===== src/rtl/cr_kme_hmac_tag_check_pkg.sv =====
// Shared types and constants for the HMAC tag checker.
// Latency: n/a (declarations only).
// Backpressure: n/a.
package cr_kme_hmac_tag_check_pkg;

  localparam int TAG_W      = 256;
  localparam int TAG_BEAT_W = 128;

  typedef enum logic [1:0] {
    COLLECT,
    DRAIN,
    WAIT_EXP,
    RESULT
  } tag_chk_state_e;

  typedef struct packed {
    logic             pass;
    logic             short;
    logic             overrun;
    logic [TAG_W-1:0] tag;
  } tag_chk_result_t;

  // Short tags only carry the upper half; an overrun can never pass.
  function automatic logic tag_match(input logic [TAG_W-1:0] tag,
                                     input logic [TAG_W-1:0] exp,
                                     input logic             short_only,
                                     input logic             overrun);
    if (overrun) return 1'b0;
    if (short_only) return tag[TAG_W-1 -: TAG_BEAT_W] == exp[TAG_W-1 -: TAG_BEAT_W];
    return tag == exp;
  endfunction

endpackage


===== src/rtl/cr_kme_hmac_tag_check_if.sv =====
// Tag-beat, expected-tag and result buses of the HMAC tag checker.
// Latency: n/a (wiring only).
// Backpressure: sha_tag_stall toward the engine, chk_stall from the consumer.
interface cr_kme_hmac_tag_check_if;
  import cr_kme_hmac_tag_check_pkg::*;

  logic                  sha_tag_valid;
  logic                  sha_tag_last;
  logic [TAG_BEAT_W-1:0] sha_tag_data;
  logic                  sha_tag_stall;

  logic                  exp_tag_valid;
  logic [TAG_W-1:0]      exp_tag_data;
  logic                  exp_tag_ack;

  logic                  chk_valid;
  logic                  chk_stall;
  logic                  chk_pass;
  logic                  chk_short;
  logic                  chk_overrun;
  logic [TAG_W-1:0]      chk_tag;

  modport master (
    output sha_tag_valid, sha_tag_last, sha_tag_data, exp_tag_valid, exp_tag_data, chk_stall,
    input  sha_tag_stall, exp_tag_ack, chk_valid, chk_pass, chk_short, chk_overrun, chk_tag
  );

  modport slave (
    input  sha_tag_valid, sha_tag_last, sha_tag_data, exp_tag_valid, exp_tag_data, chk_stall,
    output sha_tag_stall, exp_tag_ack, chk_valid, chk_pass, chk_short, chk_overrun, chk_tag
  );

endinterface


===== src/rtl/cr_kme_hmac_tag_check_sat_cnt.sv =====
// Saturating up-counter for pass/fail statistics.
// Latency: count visible one cycle after inc.
// Backpressure: none; holds at all-ones.
module cr_kme_hmac_tag_check_sat_cnt #(
  parameter int W = 16
) (
  input  logic         clk,
  input  logic         rst,
  input  logic         inc,
  output logic [W-1:0] cnt
);

  // Count up on inc, stick at all-ones.
  always_ff @(posedge clk) begin
    if (rst)                   cnt <= '0;
    else if (inc && cnt != '1) cnt <= cnt + 1'b1;
  end

endmodule


===== src/rtl/cr_kme_hmac_tag_check.sv =====
// Collects 2x128b tag beats, pops the expected tag, presents one pass/fail per tag.
// Latency: last beat at N -> exp_tag_ack at N+1 -> chk_valid at N+2.
// Backpressure: sha_tag_stall high from last beat until result handshake. Option: CR_KME_TAG_CHK_STATS_EN.
module cr_kme_hmac_tag_check
  import cr_kme_hmac_tag_check_pkg::*;
#(
  parameter int MAX_BEATS = 2,
  parameter int CNT_W     = 16
) (
  input logic                    clk,
  input logic                    rst,
  cr_kme_hmac_tag_check_if.slave bus
`ifdef CR_KME_TAG_CHK_STATS_EN
  ,
  output logic [CNT_W-1:0]       stat_pass_cnt,
  output logic [CNT_W-1:0]       stat_fail_cnt
`endif
);

  tag_chk_state_e  state, state_nxt;
  logic            cnt, cnt_nxt;
  tag_chk_result_t res, res_nxt;
  logic            stall, ack, beat_acc, hs;

  // Index of the final legal beat; a non-last beat here means the tag overran.
  localparam logic LAST_IDX = 1'(MAX_BEATS - 1);

  assign beat_acc = bus.sha_tag_valid & ~bus.sha_tag_stall;
  assign hs       = (state == RESULT) & ~bus.chk_stall;

  // State, beat counter and result registers.
  always_ff @(posedge clk) begin
    if (rst) begin
      state <= COLLECT;
      cnt   <= 1'b0;
      res   <= '0;
    end else begin
      state <= state_nxt;
      cnt   <= cnt_nxt;
      res   <= res_nxt;
    end
  end

  // Next-state, beat capture, compare and handshake outputs.
  always_comb begin
    state_nxt = state;
    cnt_nxt   = cnt;
    res_nxt   = res;
    stall     = 1'b0;
    ack       = 1'b0;
    case (state)
      COLLECT: begin
        if (beat_acc) begin
          if (cnt == 1'b0) res_nxt.tag[TAG_W-1 -: TAG_BEAT_W] = bus.sha_tag_data;
          else             res_nxt.tag[TAG_BEAT_W-1:0]        = bus.sha_tag_data;
          cnt_nxt = 1'b1;
          if (bus.sha_tag_last) begin
            res_nxt.short = (cnt == 1'b0);
            state_nxt     = WAIT_EXP;
          end else if (cnt == LAST_IDX) begin
            res_nxt.overrun = 1'b1;
            state_nxt       = DRAIN;
          end
        end
      end
      DRAIN: begin
        if (beat_acc && bus.sha_tag_last) state_nxt = WAIT_EXP;
      end
      WAIT_EXP: begin
        stall = 1'b1;
        if (bus.exp_tag_valid) begin
          ack          = 1'b1;
          res_nxt.pass = tag_match(res.tag, bus.exp_tag_data, res.short, res.overrun);
          state_nxt    = RESULT;
        end
      end
      RESULT: begin
        stall = 1'b1;
        if (!bus.chk_stall) begin
          cnt_nxt   = 1'b0;
          res_nxt   = '0;
          state_nxt = COLLECT;
        end
      end
      default: state_nxt = COLLECT;
    endcase
  end

  // Never pop the FIFO or stall the engine while reset is applied.
  assign bus.sha_tag_stall = stall & ~rst;
  assign bus.exp_tag_ack   = ack & ~rst;
  assign bus.chk_valid     = (state == RESULT);
  assign bus.chk_pass      = res.pass;
  assign bus.chk_short     = res.short;
  assign bus.chk_overrun   = res.overrun;
  assign bus.chk_tag       = res.tag;

`ifdef CR_KME_TAG_CHK_STATS_EN
  cr_kme_hmac_tag_check_sat_cnt #(.W(CNT_W)) u_pass_cnt (
    .clk (clk),
    .rst (rst),
    .inc (hs & res.pass),
    .cnt (stat_pass_cnt)
  );

  cr_kme_hmac_tag_check_sat_cnt #(.W(CNT_W)) u_fail_cnt (
    .clk (clk),
    .rst (rst),
    .inc (hs & ~res.pass),
    .cnt (stat_fail_cnt)
  );
`else
  localparam int unused_cnt_w = CNT_W;
  logic unused_hs;
  assign unused_hs = hs;
`endif

endmodule


===== src/flat_wrapper.sv =====
// flat-port wrapper written by rule: the top's interface ports become plain ports
module cr_kme_hmac_tag_check_flat import cr_kme_hmac_tag_check_pkg::*;
#(
  parameter int MAX_BEATS = 2,
  parameter int CNT_W     = 16
)
  (clk, rst, bus_sha_tag_valid, bus_sha_tag_last, bus_sha_tag_data, bus_exp_tag_valid, bus_exp_tag_data, bus_chk_stall, bus_sha_tag_stall, bus_exp_tag_ack, bus_chk_valid, bus_chk_pass, bus_chk_short, bus_chk_overrun, bus_chk_tag);
  cr_kme_hmac_tag_check_if bus_i ();
  input logic clk;
  input logic rst;
  input wire logic [$bits(bus_i.sha_tag_valid)-1:0] bus_sha_tag_valid;
  input wire logic [$bits(bus_i.sha_tag_last)-1:0] bus_sha_tag_last;
  input wire logic [$bits(bus_i.sha_tag_data)-1:0] bus_sha_tag_data;
  input wire logic [$bits(bus_i.exp_tag_valid)-1:0] bus_exp_tag_valid;
  input wire logic [$bits(bus_i.exp_tag_data)-1:0] bus_exp_tag_data;
  input wire logic [$bits(bus_i.chk_stall)-1:0] bus_chk_stall;
  output wire logic [$bits(bus_i.sha_tag_stall)-1:0] bus_sha_tag_stall;
  output wire logic [$bits(bus_i.exp_tag_ack)-1:0] bus_exp_tag_ack;
  output wire logic [$bits(bus_i.chk_valid)-1:0] bus_chk_valid;
  output wire logic [$bits(bus_i.chk_pass)-1:0] bus_chk_pass;
  output wire logic [$bits(bus_i.chk_short)-1:0] bus_chk_short;
  output wire logic [$bits(bus_i.chk_overrun)-1:0] bus_chk_overrun;
  output wire logic [$bits(bus_i.chk_tag)-1:0] bus_chk_tag;
  assign bus_i.sha_tag_valid = bus_sha_tag_valid;
  assign bus_i.sha_tag_last = bus_sha_tag_last;
  assign bus_i.sha_tag_data = bus_sha_tag_data;
  assign bus_i.exp_tag_valid = bus_exp_tag_valid;
  assign bus_i.exp_tag_data = bus_exp_tag_data;
  assign bus_i.chk_stall = bus_chk_stall;
  assign bus_sha_tag_stall = bus_i.sha_tag_stall;
  assign bus_exp_tag_ack = bus_i.exp_tag_ack;
  assign bus_chk_valid = bus_i.chk_valid;
  assign bus_chk_pass = bus_i.chk_pass;
  assign bus_chk_short = bus_i.chk_short;
  assign bus_chk_overrun = bus_i.chk_overrun;
  assign bus_chk_tag = bus_i.chk_tag;
  cr_kme_hmac_tag_check #(.MAX_BEATS(MAX_BEATS), .CNT_W(CNT_W)) u_core (.clk(clk), .rst(rst), .bus(bus_i));
endmodule

===== config.mk =====
export PLATFORM = sky130hd
export DESIGN_NAME = cr_kme_hmac_tag_check_flat
export DESIGN_NICKNAME = d
export VERILOG_FILES = /design/src/rtl/cr_kme_hmac_tag_check_pkg.sv /design/src/rtl/cr_kme_hmac_tag_check_if.sv /design/src/rtl/cr_kme_hmac_tag_check_sat_cnt.sv /design/src/rtl/cr_kme_hmac_tag_check.sv /design/src/flat_wrapper.sv
export SDC_FILE = /design/constraint.sdc
export NUM_CORES = 1
export LEC_CHECK = 0
export CAP_MARGIN = 25
export CORE_AREA = 2 2 256 258
export DETAILED_ROUTE_END_ITERATION = 6
export DIE_AREA = 0 0 258 260
export GPL_ROUTABILITY_DRIVEN = 0
export SETUP_SLACK_MARGIN = 0.05
export SLEW_MARGIN = 20
export SYNTH_ARGS = -nofsm -noshare
export SYNTH_HDL_FRONTEND = slang
export SYNTH_SLANG_ARGS = --single-unit

===== constraint.sdc =====
create_clock -name clk -period 3 [get_ports clk]
set_input_delay 0.6 -clock clk [delete_from_list [all_inputs] [get_ports clk]]
set_output_delay 0.6 -clock clk [all_outputs]
set_load 0.03 [all_outputs]

==> metrics, run 1 <==
status=finished clean; Rel. slew slack=0.3160; Max VDD drop=between 0.5 and 0.6 mV; GRT overflow=0; # DRC=0; XOR/XNOR Fraction of Synth Area=0.1416; Worst Tran Pin Value=1.017 ns; initial antenna violation count=15; commonest non-fill, non-tap cell in the layout=clkdlybuf4s50_1; post-synthesis share of cell area spent on and, or, nand and nor gates=0.2754; DR vias=~14000; CP required=around 2.4 ns; critical path data arrival time=around 2.2 ns; main combinational cell family by area after synthesis=simple AND/OR/NAND/NOR gates; commonest non-fill, non-tap cells in the layout=649 x clkdlybuf4s50_1, 520 x nand2_1, 262 x dfxtp_1, 261 x a21oi_1, 150 x xor2_1; Mapped Cells=~1700; total die area=between 0.06 and 0.07 mm2; Syn Std Cell Area=between 0.01 and 0.015 mm2; Yosys top cell area share=0.4037; Post-Synth Adder-Cell Area=0.003852; Pleak=just over 8 nW; Buffers on Ports=651; 1st-iter DRT viols=1000; Worst setup SP type=flip-flop; clk sinks=262; CTS max path bufs=3; Root Buffer=clkbuf_16; standard-cell rows=93; Clock power frac=0.205; Final period util=0.9259; Int Pwr=roughly 0.011 W; number of enable flip-flop cells after synthesis=0; clock-pin slew on the worst setup and hold paths=approximately 0.060 ns; core area=0.06412 mm2; Crit Path Class=reg -> out; hpwl dp=roughly 70000 um; max cap viols=0; syn nets=approximately 2100; Post-CTS Setup Bufs=0; Netlist cell types=around 40; CTS tree=yes; pwr/cell area=just over 900 mW/mm2; Setup crit end kind=output pin; pin count of the biggest net entering global routing=roughly 160; fmax=roughly 360 MHz; Top Ports=652; share of cells above drive strength 1=0.05537; combinational power share=0.508; routed length per placed instance=between 20 and 30 um; final wirelength=about 85000 um; final core utilization=0.3422; mean post-synth cell area=~7.6 um2; initial core utilization=0.2026; Crit Path Max Fanout=3; FF-to-FF path depth=7; Nets=between 2000 and 3000; Reg power frac=0.287; Pre-antenna DRT Iters=5; Top FF cell, synth=dfxtp_1; # hold bufs at CTS=0; Total GRT Usage=0.2443; via-per-instance ratio=between 4 and 5; hold_ws=0.3869 ns; Num CTS Buffers=35; global-route wire length before repair=112900 um; Worst-Skew Late Latency=roughly 0.55 ns; multi-input logic area=between 0.007 and 0.008 mm2; CTS HTree Levels=2; hold depth=2; RSZ-0062 raised after global routing=no; Storage cell area=0.005245 mm2; vias in the first global route=between 10000 and 15000; fill cell count=between 6000 and 7000; Max Slew Vio Count=0; Synth Area in Compound Gates=0.1294; min cycle time layout=~2.8 ns; share of synthesized area occupied by flip-flops and latches=0.4037; remaining antenna violation count=0; multiplexer share of the synthesized area=0.0007704; Final Hold Viols=0; die width=258 um; Area Overhead vs Synth=68.86%; Setup Skew=~0.021 ns; top post-synthesis cells by area=dfxtp_1 40%, nand2_1 15%, xor2_1 10%; Tightest Hold Check Type=in -> reg; count of final setup violators=0; Yosys Warn Count=0; #FFs+latches synth=262; cell taking the most area after synthesis=dfxtp_1; Async SR Flop Fraction=0; switching pwr=between 0.009 and 0.01 W; sw frac=0.4699; Die Y=between 200 and 300 um
Yosys cell counts, drive strengths merged (5+ instances only):
cell type	n
nand2	521
dfxtp	262
a21oi	261
xor2	150
nor2b	147
xnor2	60
clkbuf	52
buf	49
nor4	49
inv	40
nand4	24
nand2b	23
o22ai	10
o2111ai	9
nor2	6
o21ai	5
layout make-up:
cell class                 instances  share of cell area
clock buffer                      49             0.04699
timing repair buffer             719              0.3258
antenna                            4           0.0004563
clock inverter                    10            0.002909
multi-input combinational       1304              0.3292
tap                              855             0.04876
inverter                          40            0.006844
sequential                       262              0.2391
flip-flops by register name, summed over array words and instances (netlist names):
register and cells:
u_core.bus.chk_overrun 1, u_core.bus.chk_pass 1, u_core.bus.chk_short 1, u_core.bus.chk_tag 256
u_core.cnt 1, u_core.state 2
kinds of logic (layout without fill, tap and decap cells):
| group | Yosys count | count (layout) |
|---|---|---|
| simple gates | 782 | 782 |
| mux | 1 | 1 |
| other cells | 0 | 4 |
| xor+xnor | 210 | 210 |
| compound gates | 307 | 307 |
| fa+ha+maj | 4 | 4 |
| buf+inv | 141 | 818 |
| flops | 262 | 262 |
worst paths after layout:
kind / from / end / slack [ns]
worst max-delay path: u_core.state[0] / bus_sha_tag_stall / 0.22
worst min register to register: u_core.bus.chk_tag[163] / u_core.bus.chk_tag[163] / 0.47
worst min-delay path: rst / u_core.bus.chk_tag[74] / 0.39
worst max register to register: u_core.bus.chk_tag[164] / u_core.bus.chk_pass / 0.30
per-layer routing:
metal / vias up / global-route usage / wire (um)
li1: 6881 / - / -
met1: 6762 / 0.2996 / 35090
met2: 594 / 0.4111 / 40360
met3: 104 / 0.07700 / 7071
met4: 26 / 0.06744 / 2358
met5: - / 0 / 176
per-stage QoR:
stage / area [um2] / worst slack [ns] / TNS [ns] / power, W / std cells
after floorplan: 12990 / 0.7546 / 0 / 0.01040 / 1707
after global placement: 20810 / -0.7395 / -0.7395 / 0.01597 / 3180
after detailed placement: 20810 / -0.6469 / -0.6469 / 0.01601 / 3180
after CTS: 21920 / 0.09760 / 0 / 0.02019 / 3239
after global routing: 21930 / 0.1065 / 0 / 0.02091 / 3241
final: 21940 / 0.2224 / 0 / 0.01994 / 3243
what timing repair did:
action	in CTS	in global routing
gates resized for setup	2	2
endpoints found under the hold margin	0	0
pin swaps	0	0
setup endpoints to repair	1	2
power by group through the flow:
stage	clock network [W]	logic (W)	registers [W]
after global routing	0.00432	0.0107	0.00586
after floorplan	0	0.00325	0.00715
after CTS	0.00419	0.0102	0.00575
after detailed placement	0	0.0102	0.00582
final	0.00409	0.0101	0.00573
after global placement	0	0.0102	0.00579
critical path, cell delays in order, from the launching register on:
cell and delay, ns:
dfxtp_1 0.40, inv_1 0.11, ha_1 0.23, nor2_1 0.21, nor2_1 0.07, clkdlybuf4s50_1 0.60
Note: power is estimated with default switching activity, not from simulation.
==> run 2, diff against run 1 <==
TNS_END_PERCENT = 1   (was not set)
==> metrics, run 2 (synthesis gave the netlist of run 1 again) <==
status=finished clean; post-route cell area=~0.022 mm2; Rel. slew slack=0.3160; critical path data arrival time=between 2 and 2.5 ns; Buffers on Ports=between 600 and 700; Final Hold Viols=0; final worst slack=0.1115 ns; Pleak=8.129 nW; Crit Path Max Fanout=3; fill cell count=between 6000 and 7000; clock-pin slew on the worst setup and hold paths=roughly 0.060 ns; post-place instance area=~0.021 mm2; Worst-Skew Late Latency=0.55 ns; vias in the first global route=roughly 14000; total die area=0.06708 mm2; Setup crit end kind=output pin; Num CTS Buffers=35; Worst Tran Pin Value=between 1 and 1.5 ns; Pre-antenna DRT Iters=5; GRT overflow=0; Max VDD drop=about 0.56 mV; CTS max path bufs=3; Area Overhead vs Synth=68.84%; global-route wire length before repair=approximately 110000 um; Post-CTS Setup Bufs=0; Final period util=0.9628; core area=approximately 0.064 mm2; share of cells above drive strength 1=0.05537; remaining antenna violation count=0; fmax=approximately 350 MHz; commonest non-fill, non-tap cells in the layout=650 x clkdlybuf4s50_1, 520 x nand2_1, 262 x dfxtp_1, 261 x a21oi_1, 150 x xor2_1; CTS HTree Levels=2; initial antenna violation count=15; hpwl dp=roughly 70000 um; min cycle time layout=around 2.9 ns; via-per-instance ratio=approximately 4.4; final core utilization=0.3421; initial core utilization=0.2026; RSZ-0062 raised after global routing=yes; routed length per placed instance=roughly 26 um; count of final setup violators=0; 1st-iter DRT viols=around 1000; Nets=approximately 2800; Root Buffer=clkbuf_16; Max Slew Vio Count=0; sum of negative setup slack=0 ns; CP required=roughly 2.4 ns; Storage cell area=0.005245 mm2; max reg flops=roughly 260; worst slack at placement=-0.6469 ns; pwr/cell area=slightly above 900 mW/mm2; pin count of the biggest net entering global routing=roughly 160; multi-input logic area=a little over 0.007 mm2; Setup Skew=about 0.021 ns; CTS tree=yes; clk sinks=between 200 and 300; standard-cell rows=93; die width=between 200 and 300 um; max cap viols=0; Top Ports=652; final wirelength=about 85000 um; commonest non-fill, non-tap cell in the layout=clkdlybuf4s50_1; Worst setup SP type=flip-flop; # DRC=0; Die Y=roughly 260 um; hold_ws=0.3857 ns; Tightest Hold Check Type=in -> reg; Total GRT Usage=0.2443; DR vias=between 10000 and 15000; Crit Path Class=reg -> out
run 2: cell count changes in the layout (fill, tap and decap cells not counted), sizes merged:
cell,before,now
dlymetal6s2s,1,0
clkdlybuf4s50,649,650
run 2: layout make-up:
type,instances,share of cell area
Antenna cell,4,0.0004563
Multi-Input combinational cell,1304,0.3292
Clock buffer,49,0.04700
Tap cell,855,0.04877
Timing Repair Buffer,719,0.3257
Sequential cell,262,0.2391
Inverter,40,0.006845
Clock inverter,10,0.002909
run 2: final timing paths:
kind / from / to / slack (ns) / depth (start not counted)
worst max-delay path: u_core.state[0] / bus_exp_tag_ack / 0.11 / 5
worst min-delay path: rst / u_core.bus.chk_tag[74] / 0.39 / 2
worst max register to register: u_core.state[0] / u_core.bus.chk_tag[234] / 0.29 / 9
worst min register to register: u_core.bus.chk_tag[163] / u_core.bus.chk_tag[163] / 0.47 / 2
run 2: per-layer routing:
metal / share of wire / routed length [um] / track usage / up-vias
li1: - / - / - / 6881
met1: 0.41 / 35060 / 0.2996 / 6751
met5: 0.0021 / 176 / 0 / -
met4: 0.028 / 2358 / 0.06744 / 26
met2: 0.47 / 40380 / 0.4111 / 603
met3: 0.084 / 7107 / 0.07700 / 104
run 2: where the power goes:
part,switching (W),internal [W]
combinational,0.00640,0.00372
sequential,0.00127,0.00446
clock,0.00169,0.00240
total,0.00937,0.0106
run 2: metrics by stage:
stage                     total power (W)  std cells
after floorplan                   0.01040       1707
after global placement            0.01597       3180
after detailed placement          0.01601       3180
after CTS                         0.02019       3239
after global routing              0.02091       3241
final                             0.01994       3243
run 2: repair_timing:
| item | in CTS | in global routing |
|---|---|---|
| resized for setup | 2 | 1 |
| hold buffers | 0 | 0 |
| pin swaps | 0 | 0 |
| setup endpoints to repair | 1 | 2 |
run 2: worst max-delay path: stages, from the launching register on:
cell	delay, ns
dfxtp_1	0.35
inv_1	0.12
ha_1	0.20
inv_1	0.07
nor3b_1	0.28
clkdlybuf4s50_1	0.73
